$ cat config.mk
export PLATFORM = sky130hd
export DESIGN_NAME = micro_program_automate
export DESIGN_NICKNAME = d
export VERILOG_FILES = /design/src/rtl/micro_program_automate_pkg.sv /design/src/rtl/mpa_input_sync.sv /design/src/rtl/micro_program_automate.sv
export SDC_FILE = /design/constraint.sdc
export NUM_CORES = 1
export LEC_CHECK = 0
export CORE_UTILIZATION = 30
export CTS_CLUSTER_SIZE = 16
export DETAILED_ROUTE_END_ITERATION = 10
export PLACE_DENSITY = 0.47
export SYNTH_ARGS = -nofsm -noshare
export SYNTH_HDL_FRONTEND = slang
export SYNTH_SLANG_ARGS = --single-unit
$ cat constraint.sdc
create_clock -name clk -period 1.53 [get_ports clk]
set_input_delay 0.306 -clock clk [delete_from_list [all_inputs] [get_ports clk]]
set_output_delay 0.306 -clock clk [all_outputs]
set_load 0.005 [all_outputs]
$ cat src/rtl/micro_program_automate_pkg.sv
// micro_program_automate_pkg
//   Shared definitions for the SM2201 micro-program sequencer.
//   state_t    : sequencer states (IDLE, SETUP, C1, GAP, C2, DONE)
//   CAMAC_ADDR : register address that selects a CAMAC cycle
//   max3       : helper used to size the phase counter
package micro_program_automate_pkg;

  typedef enum logic [2:0] {
    IDLE,
    SETUP,
    C1,
    GAP,
    C2,
    DONE
  } state_t;

  localparam logic [1:0] CAMAC_ADDR = 2'd3;

  function automatic int max3(input int p, input int q, input int r);
    int m;
    m = (p > q) ? p : q;
    return (m > r) ? m : r;
  endfunction

endpackage

$ cat src/rtl/mpa_input_sync.sv
// mpa_input_sync
//   N-bit two-flop synchronizer for asynchronous ISA/CAMAC inputs.
//   Ports:
//     clk   in   system clock
//     reset in   synchronous active-high reset (clears both stages)
//     din   in   N asynchronous inputs
//     dout  out  N synchronized outputs, two clocks behind din
module mpa_input_sync #(
  parameter int N = 1
) (
  input  logic         clk,
  input  logic         reset,
  input  logic [N-1:0] din,
  output logic [N-1:0] dout
);

  logic [N-1:0] meta;

  always_ff @(posedge clk) begin
    if (reset) begin
      meta <= '0;
      dout <= '0;
    end else begin
      meta <= din;
      dout <= meta;
    end
  end

endmodule

$ cat src/rtl/micro_program_automate.sv
// micro_program_automate
//   Micro-program sequencer of the SM2201 ISA-CAMAC interface board. Decodes an
//   ISA I/O strobe and, for CAMAC accesses (a == 3), produces the timed c1/c2
//   strobe phases while holding rdy low.
//   Ports:
//     clk    in   system clock (rising edge)
//     reset  in   synchronous active-high reset
//     a      in   register address, 3 = CAMAC cycle
//     w      in   1 = write, 0 = read
//     sel    in   board select, active low
//     tim    in   ISA I/O strobe, active low, falling edge starts a cycle
//     ie     in   X-check enable for CAMAC writes
//     cx1    in   CAMAC X response
//     rdy    out  1 = idle/done
//     c1     out  CAMAC S1 strobe
//     c2     out  CAMAC S2 strobe
//     sel2   out  high for the whole of a CAMAC cycle
//     x0,x1  out  latched address bits while a cycle is active
//   Configuration macro: MPA_INPUT_SYNC_EN adds a 2-flop synchronizer on
//   sel, tim and cx1 (start latency +2 cycles).
module micro_program_automate
  import micro_program_automate_pkg::*;
#(
  parameter int C1_LEN  = 4,
  parameter int GAP_LEN = 2,
  parameter int C2_LEN  = 4
) (
  input  logic       clk,
  input  logic       reset,
  input  logic [1:0] a,
  input  logic       w,
  input  logic       sel,
  input  logic       tim,
  input  logic       ie,
  input  logic       cx1,
  output logic       rdy,
  output logic       c1,
  output logic       c2,
  output logic       sel2,
  output logic       x0,
  output logic       x1
);

  localparam int CNT_W = $clog2(max3(C1_LEN, GAP_LEN, C2_LEN) + 1);
  localparam logic [CNT_W-1:0] C1_LOAD  = CNT_W'(C1_LEN - 1);
  localparam logic [CNT_W-1:0] GAP_LOAD = CNT_W'(GAP_LEN - 1);
  localparam logic [CNT_W-1:0] C2_LOAD  = CNT_W'(C2_LEN - 1);

  logic sel_s, tim_s, cx1_s;

`ifdef MPA_INPUT_SYNC_EN
  logic [2:0] sync_out;

  mpa_input_sync #(.N(3)) u_sync (
    .clk   (clk),
    .reset (reset),
    .din   ({sel, tim, cx1}),
    .dout  (sync_out)
  );

  assign {sel_s, tim_s, cx1_s} = sync_out;
`else
  assign sel_s = sel;
  assign tim_s = tim;
  assign cx1_s = cx1;
`endif

  state_t           state;
  logic [CNT_W-1:0] cnt;
  logic             tim_q;
  logic [1:0]       a_l;
  logic             w_l;
  logic             x_l;
  logic             start;
  logic             active;

  // tim_q clears on reset so a strobe already low when reset drops cannot start a cycle.
  assign start  = !sel_s && tim_q && !tim_s;
  assign active = (state != IDLE);

  // Sequencer, phase counter and output registers. Outputs are a registered
  // decode of the state held during the previous cycle.
  always_ff @(posedge clk) begin
    if (reset) begin
      state <= IDLE;
      cnt   <= '0;
      tim_q <= 1'b0;
      a_l   <= '0;
      w_l   <= 1'b0;
      x_l   <= 1'b0;
      rdy   <= 1'b1;
      c1    <= 1'b0;
      c2    <= 1'b0;
      sel2  <= 1'b0;
      x0    <= 1'b0;
      x1    <= 1'b0;
    end else begin
      tim_q <= tim_s;
      rdy   <= (state == IDLE) || (state == DONE);
      c1    <= (state == C1);
      c2    <= (state == C2);
      sel2  <= active && (a_l == CAMAC_ADDR);
      x0    <= active && a_l[0];
      x1    <= active && a_l[1];

      case (state)
        IDLE: begin
          if (start) begin
            a_l   <= a;
            w_l   <= w;
            state <= SETUP;
          end
        end
        SETUP: begin
          if (a_l != CAMAC_ADDR) begin
            state <= DONE;
          end else begin
            state <= C1;
            cnt   <= C1_LOAD;
            // With a one-cycle S1 phase the first C1 cycle is also the last one.
            if (C1_LEN == 1) x_l <= cx1_s;
          end
        end
        C1: begin
          if (cnt != '0) begin
            cnt <= cnt - 1'b1;
            // X is captured as the sequencer enters the last S1 cycle.
            if (cnt == CNT_W'(1)) x_l <= cx1_s;
          end else if (!w_l || (ie && !x_l)) begin
            state <= DONE;
          end else begin
            state <= GAP;
            cnt   <= GAP_LOAD;
          end
        end
        GAP: begin
          if (cnt != '0) begin
            cnt <= cnt - 1'b1;
          end else begin
            state <= C2;
            cnt   <= C2_LOAD;
          end
        end
        C2: begin
          if (cnt != '0) cnt <= cnt - 1'b1;
          else state <= DONE;
        end
        DONE: begin
          if (tim_s || sel_s) state <= IDLE;
        end
        default: state <= IDLE;
      endcase
    end
  end

endmodule

# After elaboration in Yosys (flattened, before gate mapping)
# Index checks and enable logic that the tools add are counted.
# Widths: inputs -> output; s select.
# op_classes
addsub,1
n_eq_ne,16
mux,14
reduce_logical,21
# ops
op,n
$mux 3,12
$pmux 3 s6,1
$ne 2x2->1 const B,6
$pmux 3 s4,1
$eq 3x1->1 const B,2
$eq 3x2->1 const B,2
$eq 3x3->1 const B,2
$logic_and 1x1->1,6
$reduce_bool 3->1,2
$reduce_and 5->1,1
$logic_not 1->1,4
$ne 2x1->1 const B,2
$reduce_and 4->1,1
$reduce_bool 4->1,1
$logic_not 3->1,1
$logic_or 1x1->1,3
$ne 3x3->1 const B,1
$reduce_and 3->1,1
$sub 3x1->3 const B,1
$eq 2x2->1 const B,1
$reduce_and 2->1,1
# totals
ff_bits,17
inputBits,9
output_inout_bits,6
word_cells,64

# Longest topological paths before layout
# depth
depth_word,6
mapped_depth,7
ltp_nobuf,6

# Worst setup path after synthesis
# No wires, ideal clock.
# synth_path
kind,reg2reg
start,reg cnt[0]
end,reg state[0]
setup_ns,0.120
arrival_ns,1.229
required_time_ns,1.410
setup_slack_ns,0.181
stages_incl_launch_ff,7
path_buffers,0
synth_period_minus_slack_ns,1.349
cell_sequence,dfxtp_1 inv_1 ha_1 nor3b_1 o21ai_0 a21oi_1 o31a_1
# synth_between
elab_chain_cells,3
word_cells_on_any_way,5
cone_classes,eq/ne: 3; reduce/logical: 2
# synth_rtl
element,line,rtl
"start, declared",micro_program_automate.sv:69,logic [CNT_W-1:0] cnt;
"start signal, assigned",micro_program_automate.sv:126,cnt <= cnt - 1'b1;
"start signal, assigned",micro_program_automate.sv:138,cnt <= cnt - 1'b1;
"start signal, assigned",micro_program_automate.sv:145,if (cnt != '0) cnt <= cnt - 1'b1;
$reduce_bool 3->1 (*),"micro_program_automate.sv:125, micro_program_automate.sv:137, micro_program_automate.sv:145",
$ne 2x2->1 (no line),n/a,
$reduce_and 5->1 (no line) (*),n/a,
"end signal, assigned",micro_program_automate.sv:140,state <= C2;
"end signal, assigned",micro_program_automate.sv:146,else state <= DONE;
"end signal, assigned",micro_program_automate.sv:149,if (tim_s || sel_s) state <= IDLE;
"end, declared",micro_program_automate.sv:68,state_t state;
# Every way passes the cells marked *; elsewhere a longest branch is shown, timed or not.
# A chain may end at the register's enable or synchronous reset.

# Worst setup path in the final report
# layout_path
start,reg cnt[0]
end,reg cnt[1]
# layout_between
elab_chain_cells,3
word_cells_on_any_way,9
cone_classes,add/sub: 1; eq/ne: 2; mux: 4; reduce/logical: 2
# layout_rtl
element,line
$sub 3x1->3 / $reduce_bool 3->1 (equally long branches),n/a
$mux 3 (tied with other cells),micro_program_automate.sv:145
$pmux 3 s4 / $reduce_and 4->1 (equally long branches),n/a
# Several ways; a longest one is shown, not always the timed one. The select of a mux whose other input is x is not followed.

==> run_results.csv <==
group,metric,value,unit
critical_path,path_buf_inv,1,
logic_synthesis,ys_types,37,
placed_design,place_congestion,0.815,
critical_path,end_kind,"register",
timing,slew_viol_final,0,
critical_path,max_stage_delay,0.34,ns
flow_run,maxCapViolCount,0,
routing,drcViolationCount,0,
critical_path,critPathLaunchType,"register",
logic_synthesis,yosys_warnings,0,
floorplan,io_pins,15,
final_layout,fillers,286,
logic_synthesis,synth-main-ff-cell,"dfxtp_1",
critical_path,critical_path_class,"reg -> reg",
global_routing,grt_usage,0.136,
timing,tightest_slew,0.399,ns
global_routing,grt.overflow.total,0,
cts,cts_made_buffers,3,
timing,finalCritPeriodShare,0.962,
critical_path,worst_ep_arrival_time,1.71,ns
final_layout,n_antenna_cell,0,
cts,root_buffer,"clkbuf_4",
final_layout,fin_util,0.411,
timing,fmax,679,MHz
critical_path,cp_max_fo,5,
final_layout,final_cell_mix,"dfxtp_1, clkdlybuf4s50_1, nor2_1",
timing,final.setup.tns,0,ns
logic_synthesis,syn_inst,97,
logic_synthesis,synth_nets,109,
logic_synthesis,ys_ff_latch,17,
floorplan,dieArea,3010,sq um
cts,cts_tree,"built",
timing,rsz0062_at_grt,"no",
routing,detail_route.wl_per_cell,11.9,um
final_layout,nNetsFinal,127,
global_routing,grt_pass1_vias,637,
min_path,holdPathStages,2,
timing,final-hold-violation-count,0,
cts,cts.sinks,17,
floorplan,core_region_area,2570,sq um
logic_synthesis,synth_edf_count,0,
final_layout,final_common_cell,"dfxtp_1",
cts,postCtsSetupBuffers,0,
logic_synthesis,synth_area,838,sq um
critical_path,cp.required,1.77,ns
placed_design,numPortBuffers,14,
placed_design,dp_hpwl,1320,um
floorplan,die_x,54.9,um
critical_path,worstPathCellList,"inv_1, ha_1, nand2b_1, a32oi_1, o21a_1, mux2i_1",
floorplan,placementRows,18,
routing,vias,715,
routing,dr.pass1.iters,6,
cts,clkLatencyLatePin,0.30,ns
logic_synthesis,async_flop_share,0,
timing,finalCriticalPeriod,1.47,ns
routing,ant_nets,0,
logic_synthesis,synth.avg_cell_area,8.64,sq um
routing,drtIter0Drc,22,
cts,htree_levels,1,
cts,clockBufferDepth,2,
timing,setup_viol,0,
timing,skew,0.00198,ns
critical_path,crit_slowest_cell,"dfxtp_1",
critical_path,cp_num_cells,6,
floorplan,initial_core_util,0.327,
global_routing,grt_max_degree,13,
cts,clk_pin_slew,0.10,ns
final_layout,drive_above_1_share,0.0965,
global_routing,grt_pass1_wl,2770,um
global_routing,antenna_found_initial,0,
pwr,leakage,0.444,nW
routing,avgViaCountPerCell,4.97,
outcome,status,"completed",
pwr,ir_worst_vdd,0.476,mV
routing,wirelength,1720,um
critical_path,reg2regPathDepth,6,
placed_design,pre_cts_ws,-0.00570,ns
timing,slew_headroom,0.734,
critical_path,cp_top_family,"compound AO/OA/AOI/OAI gates",
logic_synthesis,synth.yosys.seq_area_share,0.406,
floorplan,die_h,54.9,um
timing,setup_slack,0.0577,ns
final_layout,area_growth,26.0,%
min_path,hp-class,"reg -> reg",
pwr,powerDensity,1000,nW/um^2
-- worst reg2reg max path, stage by stage (launching register included) --
cell and delay (ns):
dfxtp_1 0.34, inv_1 0.10, ha_1 0.18, nand2b_1 0.15, a32oi_1 0.26, o21a_1 0.20
mux2i_1 0.18
-- path summary, 6_finish.rpt --
path	from	end	slack, ns
worst min register to register	cnt[1]	cnt[1]	0.49
worst max register to register	cnt[0]	cnt[1]	0.06
worst min-delay path	cnt[1]	cnt[1]	0.49
worst max-delay path	cnt[0]	cnt[1]	0.06
-- layer usage --
metal  GRT usage  routed length [um]  up-vias
met5           0                   0        -
met4      0.0897                  51        0
met3      0.0250                  50        5
met2       0.195                 719       13
met1       0.183                 895      322
li1            -                   -      375
-- where the power goes --
part | internal (mW) | switching (mW)
Sequential | 0.479 | 0.0614
Combinational | 0.145 | 0.122
Clock | 0.0976 | 0.156
Total | 0.721 | 0.339
-- metrics by stage --
step	power (mW)	hold WS, ns	instance area, sq um	std cells
6_report	1.06	0.485	1060	144
5_1_grt	1.13	0.517	1060	144
4_1_cts	1.07	0.494	1050	144
3_5_place_dp	0.813	0.478	1020	140
3_3_place_gp	0.819	0.466	1020	140
2_1_floorplan	0.719	0.434	838	97
-- cell families (layout without fill, tap and decap cells) --
family,Yosys count,count (layout),share of synthesized area
XOR/XNOR,2,2,0.0209
AND/OR/NAND/NOR,38,38,0.249
buffers and inverters,10,27,0.0537
multiplexers,5,5,0.0597
AO/OA/AOI/OAI,22,22,0.166
flip-flops,17,17,0.406
adder cells (fa/ha/maj),3,3,0.0448
-- flip-flops by register name, summed over array words and instances (netlist names) --
| name | count |
|---|---|
| a_l | 2 |
| w_l | 1 |
| state | 3 |
| tim_q | 1 |
| cnt | 3 |
| x1 | 1 |
| c1 | 1 |
| x_l | 1 |
| x0 | 1 |
| c2 | 1 |
| rdy | 1 |
| sel2 | 1 |
-- what timing repair did --
action,in CTS,in global routing
hold buffers,0,0
gates resized for setup,0,2
endpoints found under the setup margin,0,2
-- Yosys cell counts (2+ instances only) --
cell type | count | share of area
and2_1 | 2 | 0.015
inv_1 | 4 | 0.018
nand3_1 | 3 | 0.018
nor3b_1 | 3 | 0.027
buf_2 | 3 | 0.018
dfxtp_1 | 17 | 0.41
nand2_1 | 5 | 0.022
nor2_1 | 11 | 0.049
xor2_1 | 2 | 0.021
o21ai_0 | 4 | 0.024
nand2b_1 | 4 | 0.030
ha_1 | 3 | 0.045
a21oi_1 | 6 | 0.036
mux2i_1 | 5 | 0.060
nand3b_1 | 2 | 0.018
a31oi_1 | 2 | 0.015
-- final cells by class --
cell class                 count  area, sq um  share of cell area
inverter                       4         15.0              0.0142
sequential                    17          340               0.322
clock inverter                 1         5.00             0.00474
tap                           30         37.5              0.0355
multi-input combinational     70          458               0.434
clock buffer                   3         22.5              0.0213
timing repair buffer          19          178               0.168
(Power assumes the default switching activity.)
